==> src/rtl/pri_sched_pkg.sv <==
// Shared constants and state encoding for the priority weighted round-robin scheduler.
package pri_sched_pkg;

  localparam int PRI_NUM        = 8;
  localparam int WRR_WEIGHT_NUM = 8;
  localparam int WW             = $clog2(WRR_WEIGHT_NUM) + 1;

  typedef enum logic [1:0] {
    IDLE  = 2'd0,
    GRANT = 2'd1,
    XFER  = 2'd2
  } state_e;

endpackage

==> src/rtl/rr_pick.sv <==
// Rotating find-first: first set request at or above ptr_i, wrapping modulo N.
module rr_pick #(
  parameter int N  = 8,
  parameter int IW = $clog2(N)
) (
  input  logic [N-1:0]  req_i,
  input  logic [IW-1:0] ptr_i,
  output logic [N-1:0]  gnt_o,
  output logic [IW-1:0] idx_o,
  output logic          found_o
);

  logic [IW-1:0] pos;

  // Scan offsets from far to near so the nearest hit to the pointer wins.
  always_comb begin
    gnt_o   = '0;
    idx_o   = '0;
    found_o = 1'b0;
    pos     = '0;
    for (int k = N - 1; k >= 0; k--) begin
      pos = IW'((int'(ptr_i) + k) % N);
      if (req_i[pos]) begin
        found_o    = 1'b1;
        idx_o      = pos;
        gnt_o      = '0;
        gnt_o[pos] = 1'b1;
      end
    end
  end

endmodule

==> src/rtl/pri_wrr_sched.sv <==
// Weighted round-robin grant scheduler: per-queue credits reloaded from weights
// when no requesting queue has credit left; one packet per grant.
module pri_wrr_sched #(
  parameter  int PRI_NUM        = pri_sched_pkg::PRI_NUM,
  parameter  int WRR_WEIGHT_NUM = pri_sched_pkg::WRR_WEIGHT_NUM,
  localparam int WW             = $clog2(WRR_WEIGHT_NUM) + 1,
  localparam int IW             = $clog2(PRI_NUM)
) (
  input  logic                  iClk,
  input  logic                  iRst,
  input  logic [PRI_NUM-1:0]    iReq,
  input  logic [PRI_NUM*WW-1:0] iWeightPld,
  input  logic                  iWeightLoad,
  output logic                  oGntVld,
  output logic [PRI_NUM-1:0]    oGnt,
  output logic [IW-1:0]         oGntIdx,
  input  logic                  iGntAck,
  input  logic                  iPktEnd,
  output logic                  oBusy
);

  import pri_sched_pkg::*;

  state_e              state_q, state_d;
  logic [WW-1:0]       weight_q [PRI_NUM];
  logic [WW-1:0]       weight_d [PRI_NUM];
  logic [WW-1:0]       credit_q [PRI_NUM];
  logic [WW-1:0]       credit_d [PRI_NUM];
  logic [IW-1:0]       ptr_q, ptr_d;
  logic [IW-1:0]       idx_q, idx_d;
  logic [PRI_NUM-1:0]  gnt_q, gnt_d;

  logic [PRI_NUM-1:0]  effective, eligible, pick_gnt;
  logic [IW-1:0]       pick_idx, idx_inc;
  logic                pick_found;
  logic [WW-1:0]       cur_credit, left_credit;

  genvar gi;
  generate
    for (gi = 0; gi < PRI_NUM; gi++) begin : g_queue
      logic [WW-1:0] pld;
      assign pld            = iWeightPld[gi*WW +: WW];
      assign effective[gi]  = iReq[gi] & (weight_q[gi] != '0);
      assign eligible[gi]   = effective[gi] & (credit_q[gi] != '0);

      always_comb begin
        weight_d[gi] = weight_q[gi];
        if (iWeightLoad) begin
          weight_d[gi] = (pld > WW'(WRR_WEIGHT_NUM)) ? WW'(WRR_WEIGHT_NUM) : pld;
        end
      end
    end
  endgenerate

  rr_pick #(.N(PRI_NUM), .IW(IW)) u_pick (
    .req_i   (eligible),
    .ptr_i   (ptr_q),
    .gnt_o   (pick_gnt),
    .idx_o   (pick_idx),
    .found_o (pick_found)
  );

  always_ff @(posedge iClk or posedge iRst) begin
    if (iRst) begin
      state_q <= IDLE;
      ptr_q   <= '0;
      idx_q   <= '0;
      gnt_q   <= '0;
      for (int i = 0; i < PRI_NUM; i++) begin
        weight_q[i] <= WW'(1);
        credit_q[i] <= '0;
      end
    end else begin
      state_q  <= state_d;
      ptr_q    <= ptr_d;
      idx_q    <= idx_d;
      gnt_q    <= gnt_d;
      weight_q <= weight_d;
      credit_q <= credit_d;
    end
  end

  assign idx_inc = (idx_q == IW'(PRI_NUM - 1)) ? '0 : idx_q + 1'b1;

  always_comb begin
    state_d     = state_q;
    ptr_d       = ptr_q;
    idx_d       = idx_q;
    gnt_d       = gnt_q;
    credit_d    = credit_q;
    cur_credit  = credit_q[idx_q];
    left_credit = (cur_credit != '0) ? cur_credit - 1'b1 : '0;
    case (state_q)
      IDLE: begin
        if (pick_found) begin
          state_d = GRANT;
          gnt_d   = pick_gnt;
          idx_d   = pick_idx;
        end else if (|effective) begin
          // Refresh reads the registered weights, so a coincident load waits a round.
          credit_d = weight_q;
        end
      end
      GRANT: begin
        if (iGntAck) begin
          credit_d[idx_q] = left_credit;
          ptr_d           = (left_credit != '0) ? idx_q : idx_inc;
          gnt_d           = '0;
          state_d         = iPktEnd ? IDLE : XFER;
        end
      end
      XFER: begin
        if (iPktEnd) state_d = IDLE;
      end
      default: state_d = IDLE;
    endcase
  end

  always_comb begin
    oGntVld = (state_q == GRANT);
    oGnt    = (state_q == GRANT) ? gnt_q : '0;
    oGntIdx = idx_q;
    oBusy   = (state_q != IDLE);
  end

endmodule

==> config.mk <==
export PLATFORM = sky130hd
export DESIGN_NAME = pri_wrr_sched
export DESIGN_NICKNAME = d
export VERILOG_FILES = /design/src/rtl/pri_sched_pkg.sv /design/src/rtl/rr_pick.sv /design/src/rtl/pri_wrr_sched.sv
export SDC_FILE = /design/constraint.sdc
export NUM_CORES = 1
export LEC_CHECK = 0
export CORE_MARGIN = 2
export CORE_UTILIZATION = 30
export CTS_CLUSTER_DIAMETER = 80
export DETAILED_ROUTE_END_ITERATION = 10
export GPL_ROUTABILITY_DRIVEN = 0
export PLACE_DENSITY = 0.54
export SKIP_LAST_GASP = 1
export SYNTH_ARGS = -nofsm -noshare
export SYNTH_HDL_FRONTEND = slang
export SYNTH_SLANG_ARGS = --single-unit
==> constraint.sdc <==
create_clock -name iClk -period 7.3 [get_ports iClk]
set_clock_uncertainty 0.05 [all_clocks]
set_input_delay 1.095 -clock iClk [delete_from_list [all_inputs] [get_ports iClk]]
set_output_delay 1.095 -clock iClk [all_outputs]
set_load 0.02 [all_outputs]
==> results.sh, run 1 <==
export IMPL_drc=0
export IMPL_tns_ns=0
export IMPL_internal_power_mw=1.76
export IMPL_synth_fp_nets=714
export IMPL_nNetsFinal=742
export IMPL_synth_edf_count=0
export IMPL_cp_num_buf_inv=2
export IMPL_start_util_pct=30.6
export IMPL_die_w_um=145
export IMPL_cp_max_fo=32
export IMPL_path_cells="clkdlybuf4s50_1 -> o41ai_4 -> o32ai_1 -> mux4_2 -> nor4_4 -> a31oi_2 -> nor3_2 -> buf_4 -> a22o_1"
export IMPL_cts_buffers=9
export IMPL_root_buffer="clkbuf_16"
export IMPL_worstSetupStartpointType="input port"
export IMPL_areaGrowthSynthToFinish_pct=17.5
export IMPL_ioPinCount=58
export IMPL_die_h_um=145
export IMPL_power_switching_mw=1.86
export IMPL_drv_slew=0
export IMPL_async_reset_ff_share_pct=100
export IMPL_period_minus_slack_ns=4.76
export IMPL_reg2reg_slack_ns=2.71
export IMPL_cpMaxStageDelayCell="o32ai_1"
export IMPL_dr_pass1_iters=6
export IMPL_p_sw_share_pct=51.3
export IMPL_synthesis_area_um2=5980
export IMPL_place_ws_ns=2.33
export IMPL_initialDrtViolationCount=777
export IMPL_ys_warn_count=0
export IMPL_cts_htree_levels=3
export IMPL_final_cell_mix="73 x nand2_1, 72 x dfrtp_1, 56 x clkdlybuf4s50_1"
export IMPL_hp_class="flop to flop"
export IMPL_peakVddDrop_v=0.000191
export IMPL_status="complete, no violations"
export IMPL_cts_hold_buf=0
export IMPL_power_density_nw_per_um2=516
export IMPL_fin_ws_ns=2.54
export IMPL_gr_total_overflow=0
export IMPL_cp_end_kind="flop"
export IMPL_cts_tree="done"
export IMPL_slew_headroom_pct=22.9
export IMPL_clkLatencyLatePin_ns=0.34
export IMPL_route_vias_total=5671
export IMPL_hold_violations=0
export IMPL_dp_cells=942
export IMPL_cpPeakStageDelay_ns=0.99
export IMPL_antenna_found_initial=0
export IMPL_avgViaCountPerCell=5.92
export IMPL_yosys_cell_types_count=73
export IMPL_p_comb_share_pct=65.4
export IMPL_portBuffers=57
export IMPL_seqPwrFrac_pct=22.1
export IMPL_final_common_cell="nand2_1"
export IMPL_rows=51
export IMPL_grt_usage_pct=17.8
export IMPL_rsz0062_at_grt="no"
export IMPL_cts_repair_resized=0
export IMPL_leakagePower_nw=2.71
export IMPL_core_area_um2=19500
export IMPL_syn_inst=660
export IMPL_pwr_share_clk_pct=12.6
export IMPL_drv_cap=0
export IMPL_setup_viol=0
export IMPL_fin_total_pwr_mw=3.63
export IMPL_cts_clk_slew_worst_paths_ns=0.06
export IMPL_n_antenna_cell=0
export IMPL_routedWlPerCell_um=19.7
export IMPL_dieArea_um2=21100
export IMPL_cts_buffer_depth=2
export IMPL_cpLargestDelayFamily="compound AO/OA/AOI/OAI gates"
export IMPL_post_cts_buffers=0
export IMPL_synth_main_ff_cell="dfrtp_1"
export IMPL_stdcell_count=958
export IMPL_drt_wl_total_um=18900
export IMPL_timing_final_crit_share_pct=65.2
export IMPL_grt_max_degree=81
export IMPL_grt_pass1_wl_um=30100
export IMPL_arrival_ns=4.94
export IMPL_required_ns=7.48
export IMPL_postRouteAntennaNets=0
export IMPL_worst_slew_pin_slew_ns=1.15
export IMPL_fmax_mhz=210
export IMPL_clkSinkCount=80
export IMPL_worstSetupPathType="input port to flop"
export IMPL_drive_gt1_share_pct=9.81
export IMPL_yosysSeqAreaShare_pct=33.7
export IMPL_synth_area_per_cell_um2=9.06
export IMPL_dpl_hpwl_um=13700
export IMPL_synth_seq_cells=80
export IMPL_grt_pass1_vias=5391
power groups by stage:
stage	clock, mW	sequential (mW)	combinational (mW)
global placement	0	0.796	2.29
CTS	0.467	0.794	2.32
finish	0.456	0.800	2.37
detailed placement	0	0.800	2.31
floorplan	0	0.669	1.83
global route	0.484	0.821	2.55
worst min-delay path, delay by kind of cell (launching register included):
family	cells	cell delay, ns
compound gates	1	0.07
simple gates	1	0.06
flops	1	0.35
cells in the mapped netlist, types with 3 or more instances:
library cell	number	area share (%)
nand2_1	73	4.6
dfrtp_1	72	30
o22ai_1	43	4.5
a22o_1	41	6.0
inv_1	40	2.5
clkbuf_1	32	2.0
nor2_1	32	2.0
a21oi_1	31	2.6
o21ai_0	30	2.5
mux2i_1	17	2.8
nand3_1	16	1.3
a22oi_1	14	1.8
mux4_2	12	4.5
nor4_1	10	1.0
ha_1	9	1.9
a31oi_1	8	0.84
and2_1	8	0.84
dfstp_2	8	3.5
o211ai_1	8	1.0
o41ai_1	8	1.2
o41ai_4	8	3.7
a221oi_1	7	1.0
nor2b_1	7	0.73
o32a_1	7	1.2
o32ai_1	7	1.0
a211oi_1	6	0.75
and3_1	6	0.63
buf_2	6	0.50
or3_1	6	0.63
buf_1	5	0.31
nor3_1	5	0.42
o221ai_1	5	0.73
and3b_1	4	0.59
mux2_2	4	0.75
nand2b_1	4	0.42
nand4_1	4	0.42
nor3b_1	4	0.50
a21o_1	3	0.38
and4_1	3	0.44
nand3b_1	3	0.38
or3_4	3	0.57
registers in the layout, indices dropped and copies added (netlist names):
signal    cells
credit_q     32
gnt_q         8
oGntIdx       3
ptr_q         3
state_q       2
weight_q     32
area by class of cell:
class                           count  area [µm²]
Fill cell                        2009       12500
Clock inverter                      4        53.8
Sequential cell                    80        2010
Inverter                           43         163
Clock buffer                       12         246
Multi-Input combinational cell    492        3610
Tap cell                          265         332
Timing Repair Buffer               62         603
final timing paths:
check | start | end | cells after the start
max in group asynchronous | iRst | oGntIdx[2]$_DFFE_PP0P_ | 3
worst min register to register | gnt_q[0]$_DFFE_PP0P_ | gnt_q[0]$_DFFE_PP0P_ | 2
min in group asynchronous | iRst | weight_q[9]$_DFFE_PP0P_ | 3
worst max-delay path | iReq[7] | credit_q[21]$_DFFE_PP0P_ | 9
worst min-delay path | gnt_q[0]$_DFFE_PP0P_ | gnt_q[0]$_DFFE_PP0P_ | 2
worst max register to register | ptr_q[0]$_DFFE_PP0P_ | credit_q[1]$_DFFE_PP0P_ | 9
through the flow:
| stage | hold WS (ns) | utilization [%] | instance area (µm²) |
|---|---|---|---|
| after floorplan | 0.410 | - | 5980 |
| after detailed placement | 0.455 | 34.4 | 6720 |
| after global placement | 0.442 | 34.4 | 6720 |
| after global routing | 0.497 | 36.0 | 7020 |
| after CTS | 0.468 | 36.0 | 7020 |
| final | 0.465 | 36.0 | 7020 |
kinds of logic (layout without fill, tap and decap cells):
| group | count (synthesis) | after routing | synth area share (%) |
|---|---|---|---|
| AO/OA/AOI/OAI | 249 | 249 | 32.8 |
| flip-flops | 80 | 80 | 33.7 |
| multiplexers | 33 | 33 | 8.12 |
| adder cells (fa/ha/maj) | 10 | 10 | 2.05 |
| AND/OR/NAND/NOR | 196 | 196 | 16.9 |
| buffers and inverters | 88 | 121 | 5.90 |
| XOR/XNOR | 4 | 4 | 0.586 |
layer usage:
| layer | vias to the layer above | GRT usage [%] | wire, µm |
|---|---|---|---|
| li1 | 2626 | - | - |
| met2 | 284 | 26.3 | 8310 |
| met5 | - | 0 | 0 |
| met3 | 33 | 4.03 | 1620 |
| met4 | 0 | 5.54 | 391 |
| met1 | 2728 | 25.7 | 8540 |
Power figures use the tool's default switching activity.
==> run 2, diff against run 1 <==
==> constraint.sdc (replaced) <==
create_clock -name iClk -period 4.4 [get_ports iClk]
set_clock_uncertainty 0.05 [all_clocks]
set_input_delay 0.66 -clock iClk [delete_from_list [all_inputs] [get_ports iClk]]
set_output_delay 0.66 -clock iClk [all_outputs]
set_load 0.02 [all_outputs]
==> run 2 against run 1 <==
Compared with the run above: combinational power is 79% higher; via count is 3.7% higher; sequential share of layout area is 0.70 points lower; critical path type is now flop to flop; critical endpoint is now credit_q[3]$_DFFE_PP0P_; largest power group unchanged.
==> results.sh, run 2 (synthesized netlist as in run 1, its figures left out) <==
export IMPL_status="complete, no violations"
export IMPL_rr_endpoint="credit_q[3]$_DFFE_PP0P_"
export IMPL_rows=51
export IMPL_avgViaCountPerCell=6.00
export IMPL_route_vias_total=5883
export IMPL_cpMaxStageDelayCell="o41ai_1"
export IMPL_grt_max_degree=61
export IMPL_slew_headroom_pct=30.7
export IMPL_r2r_cells=9
export IMPL_dr_pass1_iters=6
export IMPL_hp_class="flop to flop"
export IMPL_gr_total_overflow=0
export IMPL_areaGrowthSynthToFinish_pct=20.4
export IMPL_setup_viol=0
export IMPL_cts_buffers=9
export IMPL_cts_htree_levels=3
export IMPL_cpPeakStageDelay_ns=0.86
export IMPL_fin_total_pwr_mw=6.31
export IMPL_period_minus_slack_ns=3.90
export IMPL_path_cells="o41ai_1 -> o32ai_1 -> buf_4 -> mux4_2 -> nor3_2 -> a31oi_2 -> buf_4 -> or3_1 -> a22o_1"
export IMPL_drive_gt1_share_pct=12.6
export IMPL_peakVddDrop_v=0.000296
export IMPL_worstSetupPathType="flop to flop"
export IMPL_multiInputGateArea_um2=3610
export IMPL_min_to="gnt_q[0]$_DFFE_PP0P_"
export IMPL_path_common_cell="buf_4"
export IMPL_drc=0
export IMPL_cts_buffer_depth=2
export IMPL_cts_tree="done"
export IMPL_top_regs="credit_q x32, weight_q x32, gnt_q x8"
export IMPL_tns_ns=0
export IMPL_leakagePower_nw=2.83
export IMPL_rr_startpoint="credit_q[28]$_DFFE_PP0P_"
export IMPL_worst_slew_pin_slew_ns=1.04
export IMPL_grt_pass1_wl_um=31900
export IMPL_cp_max_fo=11
export IMPL_timing_final_crit_share_pct=88.6
export IMPL_drv_cap=0
export IMPL_die_h_um=145
export IMPL_rsz0062_at_grt="no"
export IMPL_root_buffer="clkbuf_16"
export IMPL_final_cell_mix="73 x nand2_1, 72 x dfrtp_1, 56 x clkdlybuf4s50_1"
export IMPL_start_util_pct=30.6
export IMPL_dieArea_um2=21100
export IMPL_cp_end_kind="flop"
export IMPL_grt_usage_pct=18.9
export IMPL_fillers=2018
export IMPL_die_w_um=145
export IMPL_worstSetupStartpointType="flop"
export IMPL_postRouteAntennaNets=0
export IMPL_hold_violations=0
export IMPL_worstHoldStart="gnt_q[0]$_DFFE_PP0P_"
export IMPL_post_cts_buffers=0
export IMPL_nNetsFinal=765
export IMPL_core_area_um2=19500
export IMPL_startpoint="credit_q[28]$_DFFE_PP0P_"
export IMPL_ioPinCount=58
export IMPL_dpl_hpwl_um=14800
export IMPL_holdPathStages=2
export IMPL_drt_wl_total_um=20000
export IMPL_fmax_mhz=257
export IMPL_n_antenna_cell=0
export IMPL_clkSinkCount=80
export IMPL_antenna_found_initial=0
export IMPL_routedWlPerCell_um=20.4
export IMPL_drv_slew=0
export IMPL_final_common_cell="nand2_1"
export IMPL_portBuffers=57
export IMPL_required_ns=4.59
export IMPL_power_density_nw_per_um2=877
export IMPL_cts_hold_buf=0
export IMPL_arrival_ns=4.09
export IMPL_cts_clk_slew_worst_paths_ns=0.06
export IMPL_cts_repair_resized=0
export IMPL_clkLatencyLatePin_ns=0.35
export IMPL_grt_pass1_vias=5694
export IMPL_initialDrtViolationCount=799
export IMPL_reg2reg_slack_ns=0.50
export IMPL_register_area_um2=2010
-- run 2: final cells by class --
class                   count  area share (%)
flip-flops and latches     80            28.0
inverters                  43            2.26
clock buffers              11            3.23
multi-input cells         492            50.2
repair buffers             85            10.8
clock inverters             4           0.974
well taps                 265            4.61
-- run 2: per-stage QoR --
step                instance area [µm²]  hold slack (ns)  setup slack [ns]  instances  util (%)
floorplan                          5980            0.410             0.342        660         -
global placement                   6890            0.439             0.473        965      35.3
detailed placement                 6890            0.462             0.437        965      35.3
CTS                                7200            0.478             0.586        980      36.9
global route                       7200            0.494             0.458        980      36.9
finish                             7200            0.471             0.503        980      36.9
-- run 2: power by group --
part           switching (mW)  internal, mW  total, mW
registers               0.331         0.942       1.27
clock network           0.296         0.492      0.788
logic                    2.56          1.69       4.25
total                    3.19          3.13       6.31
-- run 2: how the worst max path moves through the flow --
stage | endpoint | slack, ns | depth (start not counted)
finish | credit_q[3]$_DFFE_PP0P_ | 0.50 | 9
global placement | credit_q[1]$_DFFE_PP0P_ | 0.47 | 9
detailed placement | credit_q[3]$_DFFE_PP0P_ | 0.44 | 9
floorplan | credit_q[20]$_DFFE_PP0P_ | 0.34 | 12
CTS | credit_q[3]$_DFFE_PP0P_ | 0.59 | 8
global route | credit_q[3]$_DFFE_PP0P_ | 0.46 | 9
-- run 2: layer usage --
| metal | wire length, µm | vias up | global-route usage, % |
|---|---|---|---|
| met5 | 0 | - | 0 |
| met4 | 381 | 0 | 5.93 |
| met3 | 1660 | 38 | 4.97 |
| met2 | 8950 | 297 | 29.0 |
| met1 | 8980 | 2878 | 26.1 |
| li1 | - | 2670 | - |
-- run 2: worst max-delay path, delay by kind of cell (launching register included) --
kind	cells	cell delay (ns)
compound gates	4	1.52
simple gates	2	0.74
mux	1	0.57
buf+inv	2	0.46
flops	1	0.42
==> run 3, diff against run 2 <==
--- a/config.mk
+++ b/config.mk
@@ -10,6 +10,7 @@
 export CTS_CLUSTER_DIAMETER = 80
 export DETAILED_ROUTE_END_ITERATION = 10
 export GPL_ROUTABILITY_DRIVEN = 0
+export GPL_TIMING_DRIVEN = 1
 export PLACE_DENSITY = 0.54
 export SKIP_LAST_GASP = 1
 export SYNTH_ARGS = -nofsm -noshare
==> constraint.sdc (replaced) <==
create_clock -name iClk -period 3.8 [get_ports iClk]
set_clock_uncertainty 0.05 [all_clocks]
set_input_delay 0.57 -clock iClk [delete_from_list [all_inputs] [get_ports iClk]]
set_output_delay 0.57 -clock iClk [all_outputs]
set_load 0.02 [all_outputs]
==> run 3 against run 2 <==
Compared with the run above: first-iteration DRC count up 1.0%; cell count is 2.1% higher; non-clock buffer count rose by 20; combinational power is 25% higher; critical path depth unchanged; total power increased by 23%; critical path type unchanged; largest cell class unchanged; largest power group unchanged; highest routed layer unchanged.
==> results.sh, run 3 (synthesized netlist as in run 1, its figures left out) <==
export IMPL_fin_ws_ns=0.214
export IMPL_cts_htree_levels=3
export IMPL_tns_ns=0
export IMPL_cts_repair_resized=0
export IMPL_peakVddDrop_v=0.000404
export IMPL_place_area_um2=7080
export IMPL_path_cells="o41ai_1 -> o32ai_1 -> buf_4 -> mux4_2 -> nor4_4 -> a31oi_2 -> buf_4 -> or3_1 -> a22o_1"
export IMPL_final_area_um2=7420
export IMPL_dr_pass1_iters=6
export IMPL_period_minus_slack_ns=3.59
export IMPL_slew_headroom_pct=41.0
export IMPL_post_cts_buffers=0
export IMPL_worst_slew_pin_slew_ns=0.882
export IMPL_routedWlPerCell_um=20.3
export IMPL_fillers=1994
export IMPL_grt_pass1_vias=5814
export IMPL_place_ws_ns=0.121
export IMPL_dpl_hpwl_um=15400
export IMPL_fmax_mhz=279
export IMPL_r2r_cells=9
export IMPL_cpPeakStageDelay_ns=0.69
export IMPL_power_density_nw_per_um2=1040
export IMPL_root_buffer="clkbuf_16"
export IMPL_core_area_um2=19500
export IMPL_fin_util_pct=38.0
export IMPL_cp_end_kind="flop"
export IMPL_grt_pass1_wl_um=32700
export IMPL_antenna_found_initial=0
export IMPL_dieArea_um2=21100
export IMPL_initialDrtViolationCount=807
export IMPL_drv_slew=0
export IMPL_die_h_um=145
export IMPL_rr_startpoint="credit_q[4]$_DFFE_PP0P_"
export IMPL_dp_cells=985
export IMPL_n_antenna_cell=0
export IMPL_drt_wl_total_um=20300
export IMPL_min_to="gnt_q[0]$_DFFE_PP0P_"
export IMPL_drive_gt1_share_pct=15.4
export IMPL_drv_cap=0
export IMPL_leakagePower_nw=2.96
export IMPL_timing_hold_ws_ns=0.450
export IMPL_route_vias_total=6041
export IMPL_clkLatencyLatePin_ns=0.34
export IMPL_cts_clk_slew_worst_paths_ns=0.06
export IMPL_path_common_cell="buf_4"
export IMPL_status="complete, no violations"
export IMPL_start_util_pct=30.6
export IMPL_arrival_ns=3.76
export IMPL_cpMaxStageDelayCell="o41ai_1"
export IMPL_rows=51
export IMPL_avgViaCountPerCell=6.03
export IMPL_cp_num_buf_inv=2
export IMPL_cts_hold_buf=0
export IMPL_gr_total_overflow=0
export IMPL_cp_max_fo=9
export IMPL_fin_total_pwr_mw=7.74
export IMPL_ioPinCount=58
export IMPL_worstHoldStart="gnt_q[0]$_DFFE_PP0P_"
export IMPL_die_w_um=145
export IMPL_rr_endpoint="credit_q[2]$_DFFE_PP0P_"
export IMPL_nNetsFinal=785
export IMPL_cts_tree="done"
export IMPL_clkSinkCount=80
export IMPL_timing_final_crit_share_pct=94.4
export IMPL_cts_buffer_depth=2
export IMPL_reg2reg_slack_ns=0.21
export IMPL_final_common_cell="nand2_1"
export IMPL_setup_viol=0
export IMPL_grt_usage_pct=19.2
export IMPL_required_ns=3.97
export IMPL_holdPathStages=2
export IMPL_portBuffers=57
export IMPL_worstSetupStartpointType="flop"
export IMPL_grt_max_degree=61
export IMPL_hold_violations=0
export IMPL_areaGrowthSynthToFinish_pct=24.1
export IMPL_cts_buffers=9
export IMPL_stdcell_count=1001
export IMPL_worstSetupPathType="flop to flop"
export IMPL_hp_class="flop to flop"
export IMPL_postRouteAntennaNets=0
export IMPL_top_regs="credit_q x32, weight_q x32, gnt_q x8"
export IMPL_final_cell_mix="73 x nand2_1, 72 x dfrtp_1, 56 x clkdlybuf4s50_1"
export IMPL_drc=0
export IMPL_rsz0062_at_grt="no"
export IMPL_cpLargestDelayFamily="compound AO/OA/AOI/OAI gates"
[run 3: worst max path at each step]
stage	from	to	slack [ns]	depth (start not counted)
after global routing	credit_q[0]$_DFFE_PP0P_	credit_q[2]$_DFFE_PP0P_	0.01	8
final	credit_q[4]$_DFFE_PP0P_	credit_q[2]$_DFFE_PP0P_	0.21	9
after floorplan	ptr_q[0]$_DFFE_PP0P_	credit_q[20]$_DFFE_PP0P_	0.005	12
after detailed placement	iReq[5]	gnt_q[7]$_DFFE_PP0P_	0.12	8
after global placement	iReq[0]	credit_q[1]$_DFFE_PP0P_	0.18	10
after CTS	weight_q[30]$_DFFE_PP0P_	credit_q[2]$_DFFE_PP0P_	0.23	9
[run 3: per-layer routing]
metal	up-vias	wire [µm]	track usage, %
met5	-	0	0
met4	0	271	5.00
met3	34	1520	3.18
met2	343	9160	29.8
met1	2954	9380	27.7
li1	2710	-	-
[run 3: report_power, final]
group | internal (mW) | total, mW | switching (mW)
clock | 0.644 | 1.00 | 0.356
sequential | 1.09 | 1.42 | 0.324
combinational | 2.19 | 5.33 | 3.13
total | 3.93 | 7.74 | 3.81
[run 3: worst register-to-register path, delay by kind of cell, from the launching register on]
kind | cells | cell delay, ns
compound gates | 4 | 1.35
simple gates | 2 | 0.71
mux | 1 | 0.50
buf+inv | 2 | 0.44
flops | 1 | 0.42
[run 3: final cells by class]
cell class	count	area [µm²]	share of cell area (%)
Clock buffer	11	233	3.14
Timing Repair Buffer	105	938	12.6
Multi-Input combinational cell	492	3640	49.0
Clock inverter	5	104	1.40
Sequential cell	80	2010	27.1
Tap cell	265	332	4.47
Inverter	43	163	2.19
